===== src/rtl/arb_pkg.sv =====
// rtl/arb_pkg.sv - shared types and default widths for the cache/memory arbiter
package arb_pkg;

  localparam int ARB_ADDR_W  = 28;
  localparam int ARB_LINE_W  = 128;
  localparam int ARB_TIMEOUT = 1023;

  typedef enum logic [1:0] {
    ST_IDLE    = 2'b00,
    ST_BUSY    = 2'b01,
    ST_RELEASE = 2'b10
  } state_t;

  typedef enum logic {
    GNT_I = 1'b0,
    GNT_D = 1'b1
  } gnt_t;

endpackage


===== src/rtl/mem_arb_watchdog.sv =====
// rtl/mem_arb_watchdog.sv - saturating busy-cycle counter with sticky timeout flag
module mem_arb_watchdog #(
  parameter int TIMEOUT = 1023
) (
  input  logic clk,
  input  logic rst,
  input  logic clr,
  input  logic en,
  output logic timeout
);

  localparam logic [15:0] TIMEOUT_C = 16'(TIMEOUT);

  logic [15:0] count_q;
  logic [15:0] count_d;

  always_comb begin
    count_d = count_q;
    if (clr) begin
      count_d = '0;
    end else if (en && count_q != 16'hFFFF) begin
      count_d = count_q + 16'd1;
    end
  end

  // Flag rises on the edge where the count reaches TIMEOUT, then stays until reset.
  always_ff @(posedge clk) begin
    if (rst) begin
      count_q <= '0;
      timeout <= 1'b0;
    end else begin
      count_q <= count_d;
      if (en && count_d == TIMEOUT_C) begin
        timeout <= 1'b1;
      end
    end
  end

endmodule


===== src/rtl/mem_arbiter.sv =====
// rtl/mem_arbiter.sv - round-robin arbiter between I-cache and D-cache for one memory port
module mem_arbiter
  import arb_pkg::*;
#(
  parameter int ADDR_W  = ARB_ADDR_W,
  parameter int LINE_W  = ARB_LINE_W,
  parameter int TIMEOUT = ARB_TIMEOUT
) (
  input  logic              clk,
  input  logic              rst,
  input  logic              ic_read,
  input  logic [ADDR_W-1:0] ic_addr,
  output logic [LINE_W-1:0] ic_rdata,
  output logic              ic_ready,
  input  logic              dc_read,
  input  logic              dc_write,
  input  logic [ADDR_W-1:0] dc_addr,
  input  logic [LINE_W-1:0] dc_wdata,
  output logic [LINE_W-1:0] dc_rdata,
  output logic              dc_ready,
  output logic              mem_read,
  output logic              mem_write,
  output logic [ADDR_W-1:0] mem_addr,
  output logic [LINE_W-1:0] mem_wdata,
  input  logic [LINE_W-1:0] mem_rdata,
  input  logic              mem_ready,
  output logic              busy,
  output logic              timeout
);

  state_t state_q, state_d;
  gnt_t   last_gnt_q, gnt_d;
  logic   load;
  logic   wr_d;
  logic   i_req, d_req;
  logic   done;

  assign i_req = ic_read;
  assign d_req = dc_read | dc_write;

  always_comb begin
    state_d = state_q;
    gnt_d   = last_gnt_q;
    load    = 1'b0;
    case (state_q)
      ST_IDLE: begin
        if (i_req || d_req) begin
          load    = 1'b1;
          state_d = ST_BUSY;
          if (i_req && d_req) begin
            gnt_d = (last_gnt_q == GNT_I) ? GNT_D : GNT_I;
          end else begin
            gnt_d = d_req ? GNT_D : GNT_I;
          end
        end
      end
      ST_BUSY: begin
        if (mem_ready) begin
          state_d = ST_RELEASE;
        end
      end
      ST_RELEASE: state_d = ST_IDLE;
      default:    state_d = ST_IDLE;
    endcase
  end

  // A D-cache write-back takes precedence over a simultaneous D-cache read.
  assign wr_d = (gnt_d == GNT_D) && dc_write;
  assign done = (state_q == ST_BUSY) && mem_ready;

  always_ff @(posedge clk) begin
    if (rst) begin
      state_q    <= ST_IDLE;
      last_gnt_q <= GNT_I;
      mem_read   <= 1'b0;
      mem_write  <= 1'b0;
      mem_addr   <= '0;
      mem_wdata  <= '0;
    end else begin
      state_q <= state_d;
      if (load) begin
        last_gnt_q <= gnt_d;
        mem_read   <= ~wr_d;
        mem_write  <= wr_d;
        mem_addr   <= (gnt_d == GNT_D) ? dc_addr : ic_addr;
        mem_wdata  <= (gnt_d == GNT_D) ? dc_wdata : '0;
      end else if (done) begin
        mem_read  <= 1'b0;
        mem_write <= 1'b0;
      end
    end
  end

  // last_gnt_q doubles as the owner of the transaction in flight.
  assign ic_ready = done && (last_gnt_q == GNT_I);
  assign dc_ready = done && (last_gnt_q == GNT_D);
  assign ic_rdata = mem_rdata;
  assign dc_rdata = mem_rdata;
  assign busy     = (state_q != ST_IDLE);

  mem_arb_watchdog #(
    .TIMEOUT(TIMEOUT)
  ) u_watchdog (
    .clk    (clk),
    .rst    (rst),
    .clr    (load),
    .en     (state_q == ST_BUSY),
    .timeout(timeout)
  );

endmodule


===== config.mk =====
export PLATFORM = sky130hd
export DESIGN_NAME = mem_arbiter
export DESIGN_NICKNAME = d
export VERILOG_FILES = /design/src/rtl/arb_pkg.sv /design/src/rtl/mem_arb_watchdog.sv /design/src/rtl/mem_arbiter.sv
export SDC_FILE = /design/constraint.sdc
export NUM_CORES = 1
export LEC_CHECK = 0
export BUFFER_PORTS_ARGS = -buffer_cell sky130_fd_sc_hd__buf_4
export CAP_MARGIN = 20
export CORE_AREA = 2 2 287 289
export CTS_CLUSTER_SIZE = 30
export DETAILED_ROUTE_END_ITERATION = 10
export DIE_AREA = 0 0 289 291
export PLACE_DENSITY = 0.39
export SYNTH_ARGS = -nofsm -noshare
export SYNTH_HDL_FRONTEND = slang
export SYNTH_SLANG_ARGS = --single-unit

===== constraint.sdc =====
create_clock -name clk -period 6.7 [get_ports clk]
set_clock_uncertainty 0.05 [all_clocks]
set_input_delay 0.335 -clock clk [delete_from_list [all_inputs] [get_ports clk]]
set_output_delay 0.335 -clock clk [all_outputs]
set_load 0.1 [all_outputs]

==> qor.yml, run 1 <==
yosys:
  synth_mux_area_share_pct: 3.55
  synth_area_per_cell_um2: 8.92
  syn-num-nets: 1267
  synthSimpleGateAreaFrac_pct: 12.1
  synth_xor_area_share_pct: 0.933
  synth_top_family_by_area: "buffers and inverters"
  synth_cell_types: 40
  synth_area_um2: 8450
  synth-seq-area-share_pct: 42.2
  ys_ff_latch: 178
  netlist_instances: 948
  yosysWarnings: 0
  synth_compound_area_share_pct: 15.6
  synthAdderAreaFrac_pct: 0.148
  synth_edf_count: 0
  ys.flop_type: "dfxtp_1"
  synthArstFlopShare_pct: 0
floorplanning:
  die_w_um: 289
  die_h_um: 291
  dieArea_um2: 84100
  ios: 736
  coreArea_um2: 81200
  initial_core_util_pct: 10.4
  rows: 105
cts:
  cts_tree: "built"
  clock_path_buffers: 2
  post_cts_buffers: 0
  htreeDepth: 4
  cts_resized: 0
  clk_latency_ps: 470
  cts_inserted_buffers: 17
  clkTransAtPathRegs_ps: 90
  clkSinkCount: 178
  clock_tree.root_cell: "clkbuf_16"
worst_setup_path:
  critPathKind: "reg2reg"
  endpoint: "mem_wdata[68]"
  cp_num_buf_inv: 2
  worstReg2RegEnd: "mem_wdata[68]"
  critPathArrivalTime_ps: 3420
  required_ps: 7050
  ff2ff_setup_slack_ps: 3630
  critPathCaptureType: "flip-flop"
  r2r_start: "state_q[1]"
  path_depth: 7
  crit_start: "state_q[1]"
  crit_family: "buffers and inverters"
  critPathMaxFanout: 73
  rr_worst_depth: 7
  slowest_stage: "buf_4"
  critical-path-max-stage-delay_ps: 740
  crit_chain: "nor2_1, o21ai_0, a21oi_4, buf_4, buf_4, a22oi_1, nor2_1"
  start_kind: "flip-flop"
pwr:
  netSwitchingFraction_pct: 43.8
  p_per_area_nw_per_um2: 311
  leakagePower_nw: 4.59
  p_int_mw: 1.94
  p_comb_share_pct: 34.3
  ir_drop_uv: 152
  switching_power_mw: 1.51
  clkPwrFrac_pct: 30.9
  p_seq_share_pct: 34.8
timing:
  tightest_slew_ps: 1010
  final_max_slew_viol_count: 0
  post-route-min-period_ps: 3070
  timing.final.ws_setup_ps: 3630
  rsz0062_at_grt: "no"
  finalHoldViolCount: 0
  timing.final.crit_share_pct: 45.7
  timing.setup.tns_ps: 0
  max_slew_margin_pct: 33.0
  setup_viol: 0
  fmax_mhz: 326
  holdWs_ps: 48.0
routing:
  initialDrtViolationCount: 255
  drc: 0
  vias_per_cell: 3.27
  ant_nets: 0
  num_vias: 6906
  first_pass_iters: 4
  routed_wl_um: 40700
  routedWlPerCell_um: 19.3
global_route:
  grt_max_degree: 85
  antenna_found_initial: 3
  gr-total-overflow: 0
  grt_pass1_vias: 7021
  grt_util_all_layers_pct: 9.30
  grt_pass1_wl_um: 53900
worst_hold_path:
  hold_class: "in2reg"
final_layout:
  drive_above_1_share_pct: 38.2
  n_fill_cell: 9346
  antenna_cells: 0
  final_nets: 1346
  synthToLayoutAreaGrowth_pct: 31.3
  fin_util_pct: 13.7
  layout.cells.non_filler: 2110
placed_design:
  numPortBuffers: 351
  placed_cells: 2063
  dpl.hpwl_um: 31700
  post-place-ws_ps: 3650
  gp_congestion: 0.719
flow_run:
  max_cap_viol_count: 0
outcome:
  status: "finished, final reports clean"
==> Yosys cell counts (4+ instances only) <==
library cell | count | area [um^2]
a211oi_1 | 29 | 218
a21oi_1 | 8 | 40.0
a22oi_1 | 128 | 961
and3_1 | 4 | 25.0
and4_1 | 4 | 35.0
buf_4 | 256 | 1920
clkbuf_1 | 55 | 206
dfxtp_1 | 178 | 3560
inv_1 | 4 | 15.0
mux2i_1 | 30 | 300
nand2_1 | 7 | 26.3
nand3_1 | 7 | 35.0
nand4_1 | 4 | 25.0
nor2_1 | 181 | 679
nor3_1 | 5 | 25.0
nor4_1 | 4 | 25.0
xnor2_1 | 7 | 61.3
==> state kept, by name (all words and copies together), names as in the netlist <==
register and cells:
mem_write 1, u_watchdog.timeout 1, mem_wdata 128, u_watchdog.count_q 16, mem_addr 28, state_q 2, mem_read 1, last_gnt_q 1
==> power groups by stage <==
stage | clock (mW) | combinational (mW) | sequential [mW]
finish | 1.07 | 1.18 | 1.20
global route | 1.17 | 1.24 | 1.21
CTS | 1.14 | 1.20 | 1.20
detailed placement | 0 | 1.19 | 1.22
global placement | 0 | 1.18 | 1.22
floorplan | 0 | 0.975 | 1.82
==> cells in the final DEF, fill, tap and decap left out, drive strengths merged, types with 4 or more instances in the layout <==
| master | Yosys | routed |
|---|---|---|
| mux2i | 30 | 30 |
| a211oi | 29 | 29 |
| and4 | 4 | 4 |
| nor3 | 5 | 5 |
| clkbuf | 55 | 19 |
| a22oi | 128 | 128 |
| nor4 | 5 | 5 |
| and3 | 4 | 4 |
| inv | 4 | 10 |
| xnor2 | 7 | 7 |
| nor2 | 181 | 181 |
| nand3 | 7 | 7 |
| nand4 | 5 | 5 |
| clkinvlp | 0 | 4 |
| dlygate4sd3 | 0 | 15 |
| buf | 259 | 359 |
| nand2 | 7 | 7 |
| dfxtp | 178 | 178 |
| a21oi | 8 | 8 |
==> how the worst min path moves through the flow <==
| stage | from | endpoint | slack (ps) | depth (start not counted) |
|---|---|---|---|---|
| 3_3_place_gp | mem_wdata[51] | mem_wdata[51] | 430 | 2 |
| 3_5_place_dp | u_watchdog.timeout | u_watchdog.timeout | 430 | 2 |
| 5_1_grt | dc_wdata[24] | mem_wdata[24] | 10 | 3 |
| 4_1_cts | dc_wdata[58] | mem_wdata[58] | 0.06 | 3 |
| 2_1_floorplan | dc_write | mem_read | 380 | 1 |
| 6_report | dc_wdata[0] | mem_wdata[0] | 50 | 3 |
==> repair_timing <==
| action | in CTS | in global routing |
|---|---|---|
| setup endpoints to repair | 0 | 0 |
| hold buffers | 15 | 0 |
| hold endpoints to repair | 15 | 0 |
==> cell families (layout without fill, tap and decap cells) <==
family,after synthesis,in the layout
AO/OA/AOI/OAI,179,179
adder cells (fa/ha/maj),1,1
multiplexers,30,30
AND/OR/NAND/NOR,233,233
buffers and inverters,318,410
flip-flops,178,178
XOR/XNOR,9,9
==> cell type report <==
cell class                      instances  area [um^2]  share of cell area [%]
Timing Repair Buffer                  374         2850                    25.7
Sequential cell                       178         3560                    32.1
Clock buffer                           19          443                    3.99
Inverter                                4         15.0                   0.135
Multi-Input combinational cell        452         2770                    24.9
Tap cell                             1070         1340                    12.1
Clock inverter                         13          123                    1.10
==> per-layer routing <==
layer | vias up | routed length, um | global-route usage (%)
li1 | 3152 | - | -
met1 | 3101 | 12400 | 8.01
met2 | 599 | 19700 | 15.8
met3 | 50 | 6180 | 6.16
met4 | 4 | 2260 | 5.64
met5 | - | 103 | 0.814
==> worst min-delay path, cell delays in order <==
cell,delay [ps]
buf_4,80
a22oi_1,60
nor2_1,80
==> stage by stage <==
| stage | power, mW | cell area [um^2] |
|---|---|---|
| floorplan | 2.80 | 8450 |
| global placement | 2.41 | 10400 |
| detailed placement | 2.41 | 10400 |
| CTS | 3.54 | 11100 |
| global route | 3.62 | 11100 |
| finish | 3.45 | 11100 |
Power figures use the tool's default switching activity.
==> run 2, diff against run 1 <==
--- a/config.mk
+++ b/config.mk
@@ -11,7 +11,7 @@
 export CTS_CLUSTER_SIZE = 30
 export DETAILED_ROUTE_END_ITERATION = 10
 export DIE_AREA = 0 0 289 291
-export PLACE_DENSITY = 0.39
+export PLACE_DENSITY = 0.4
 export SYNTH_ARGS = -nofsm -noshare
 export SYNTH_HDL_FRONTEND = slang
 export SYNTH_SLANG_ARGS = --single-unit
==> constraint.sdc (replaced) <==
create_clock -name clk -period 2.45 [get_ports clk]
set_clock_uncertainty 0.05 [all_clocks]
set_input_delay 0.1225 -clock clk [delete_from_list [all_inputs] [get_ports clk]]
set_output_delay 0.1225 -clock clk [all_outputs]
set_load 0.1 [all_outputs]
==> run 2 against run 1 <==
  * Die area is the same
  * Critical path type unchanged
  * Combinational power grew to 3.1 times the previous value
  * Register-to-register slack lost 3400 ps
  * First-iteration DRC count grew 5.5%
  * Hold slack lost 18 ps
  * Count of clock-buffer cells in the layout shrank 1
==> qor.yml, run 2 (same netlist as run 1, synthesis figures left out) <==
outcome:
  status: "finished, final reports clean"
floorplanning:
  dieArea_um2: 84100  # unchanged
  rows: 105  # unchanged
  initial_core_util_pct: 10.4  # unchanged
  die_w_um: 289  # unchanged
  die_h_um: 291  # unchanged
  coreArea_um2: 81200  # unchanged
  ios: 736  # unchanged
global_route:
  grt_max_degree: 113  # +33%
  grt_util_all_layers_pct: 10.4  # +1.1 points
  antenna_found_initial: 4  # +1
  grt_pass1_wl_um: 61000  # +13%
  grt_pass1_vias: 8038  # +14%
  gr-total-overflow: 0  # unchanged
cts:
  clk_latency_ps: 480  # about the same
  cts_inserted_buffers: 17  # unchanged
  clock_path_buffers: 2  # unchanged
  cts_tree: "built"
  clkSinkCount: 178  # unchanged
  clock_tree.root_cell: "clkbuf_16"
  htreeDepth: 4  # unchanged
  clkTransAtPathRegs_ps: 90  # about the same
placed_design:
  dpl.hpwl_um: 34800  # +9.7%
  post-place-ws_ps: 83.8  # -3570 ps
  gp_congestion: 0.819  # +14%
  numPortBuffers: 351  # unchanged
final_layout:
  largest_reg_flops: 128  # unchanged
  final_nets: 1533  # +14%
  drive_above_1_share_pct: 33.7  # -4.4 points
  layout_commonest_cell: "buf_4"
  largestRegisters: "mem_wdata (128), mem_addr (28), u_watchdog.count_q (16)"
  regMostFlops: "mem_wdata"
  synthToLayoutAreaGrowth_pct: 55.0
  n_fill_cell: 9167  # -1.9%
  regArea_um2: 3560  # about the same
  multi_input_area_um2: 2780  # +0.32%
  mostFrequentLayoutCells: "buf_4 (363), dlygate4sd3_1 (190), nor2_1 (178)"
worst_setup_path:
  slowest_stage: "dlygate4sd3_1"
  start_kind: "flip-flop"
  crit_start: "state_q[1]"
  r2r_start: "state_q[1]"
  crit_chain: "nor2_2, buf_4, and3_1, a21oi_4, buf_12, mux2i_1, dlygate4sd3_1, a211oi_1"
  critPathArrivalTime_ps: 2560  # -860 ps
  critPathCaptureType: "flip-flop"
  critical-path-max-stage-delay_ps: 590  # -150 ps
  critPathMaxFanout: 21  # -71%
  required_ps: 2760  # -4290 ps
  critPathKind: "reg2reg"
timing:
  finalHoldViolCount: 0  # unchanged
  setup_viol: 0  # unchanged
  tightest_slew_ps: 630  # -375 ps
  final_max_slew_viol_count: 0  # unchanged
  rsz0062_at_grt: "no"
  timing.final.ws_setup_ps: 203  # -3430 ps
  post-route-min-period_ps: 2250  # -818 ps
  holdWs_ps: 29.8  # -18.2 ps
  max_slew_margin_pct: 58.0  # +25 points
  fmax_mhz: 445  # +36%
  timing.setup.tns_ps: 0  # unchanged
  timing.final.crit_share_pct: 91.7  # +46 points
pwr:
  clkPwrFrac_pct: 30.5  # -0.4 points
  netSwitchingFraction_pct: 42.7  # -1.2 points
  ir_drop_uv: 412  # +170%
  total_power_mw: 9.95  # +190%
  switching_power_mw: 4.25  # +180%
  p_comb_share_pct: 36.5  # +2.2 points
  leakagePower_nw: 5.48  # +19%
  p_seq_share_pct: 33.0  # -1.8 points
  p_int_mw: 5.71  # +190%
  p_per_area_nw_per_um2: 760  # +140%
routing:
  ant_nets: 0  # unchanged
  routed_wl_um: 45400  # +12%
  num_vias: 7667  # +11%
  drc: 0  # unchanged
  first_pass_iters: 4  # unchanged
  routedWlPerCell_um: 19.8  # +2.4%
  initialDrtViolationCount: 269  # +5.5%
  vias_per_cell: 3.34  # +1.9%
worst_hold_path:
  min_from: "dc_addr[5]"
  hold_class: "in2reg"
flow_run:
  max_cap_viol_count: 0  # unchanged
## run 2: cell types whose count changed in the layout (fill, tap and decap cells not counted), sizes merged
cell	delta
inv	+1
clkinv	+2
clkbuf	-1
buf	+12
diode	+1
clkinvlp	-3
bufinv	+1
dlygate4sd3	+175
## run 2: timing repair
item,in CTS,in global routing
hold buffers,190,0
resized for setup,0,5
setup buffers,0,1
setup endpoints to repair,0,14
hold endpoints to repair,158,0
## run 2: layer usage
metal | global-route usage (%) | routed length (um) | part of all wire [%]
met2 | 18.7 | 23200 | 51
met5 | 0.174 | 52 | 0.11
met4 | 4.97 | 1780 | 3.9
met1 | 8.98 | 14000 | 31
met3 | 6.39 | 6390 | 14
## run 2: layout make-up
cell class / instances / share of cell area [%]
Sequential cell: 178 / 27.2
Tap cell: 1070 / 10.2
Multi-Input combinational cell: 452 / 21.2
Clock buffer: 18 / 3.35
Clock inverter: 14 / 1.41
Inverter: 4 / 0.115
Timing Repair Buffer: 561 / 36.5
Antenna cell: 1 / 0.0191
## run 2: metrics by stage
stage / util [%] / instance area [um^2] / instances
floorplan: - / 8450 / 948
global placement: 13.0 / 10600 / 2074
detailed placement: 13.0 / 10600 / 2074
CTS: 16.1 / 13100 / 2296
global route: 16.1 / 13100 / 2298
finish: 16.1 / 13100 / 2298
## run 2: power groups by stage
stage / Combinational (mW) / Sequential [mW] / Clock [mW]
6_report: 3.63 / 3.28 / 3.04
5_1_grt: 3.81 / 3.31 / 3.31
4_1_cts: 3.68 / 3.28 / 3.24
3_5_place_dp: 3.39 / 3.34 / 0
3_3_place_gp: 3.37 / 3.34 / 0
2_1_floorplan: 2.67 / 4.99 / 0
## run 2: final timing paths
path / depth (start not counted) / endpoint / slack [ps]
max: 8 / mem_addr[14] / 200
min: 3 / mem_addr[5] / 30
max reg2reg: 8 / mem_addr[14] / 200
min reg2reg: 2 / mem_addr[20] / 450
## run 2: worst max-delay path, delay by kind of cell, from the launching register on
kind,cells,cell delay (ps)
buf+inv,3,950
flops,1,380
simple gates,2,280
compound gates,2,230
mux,1,210
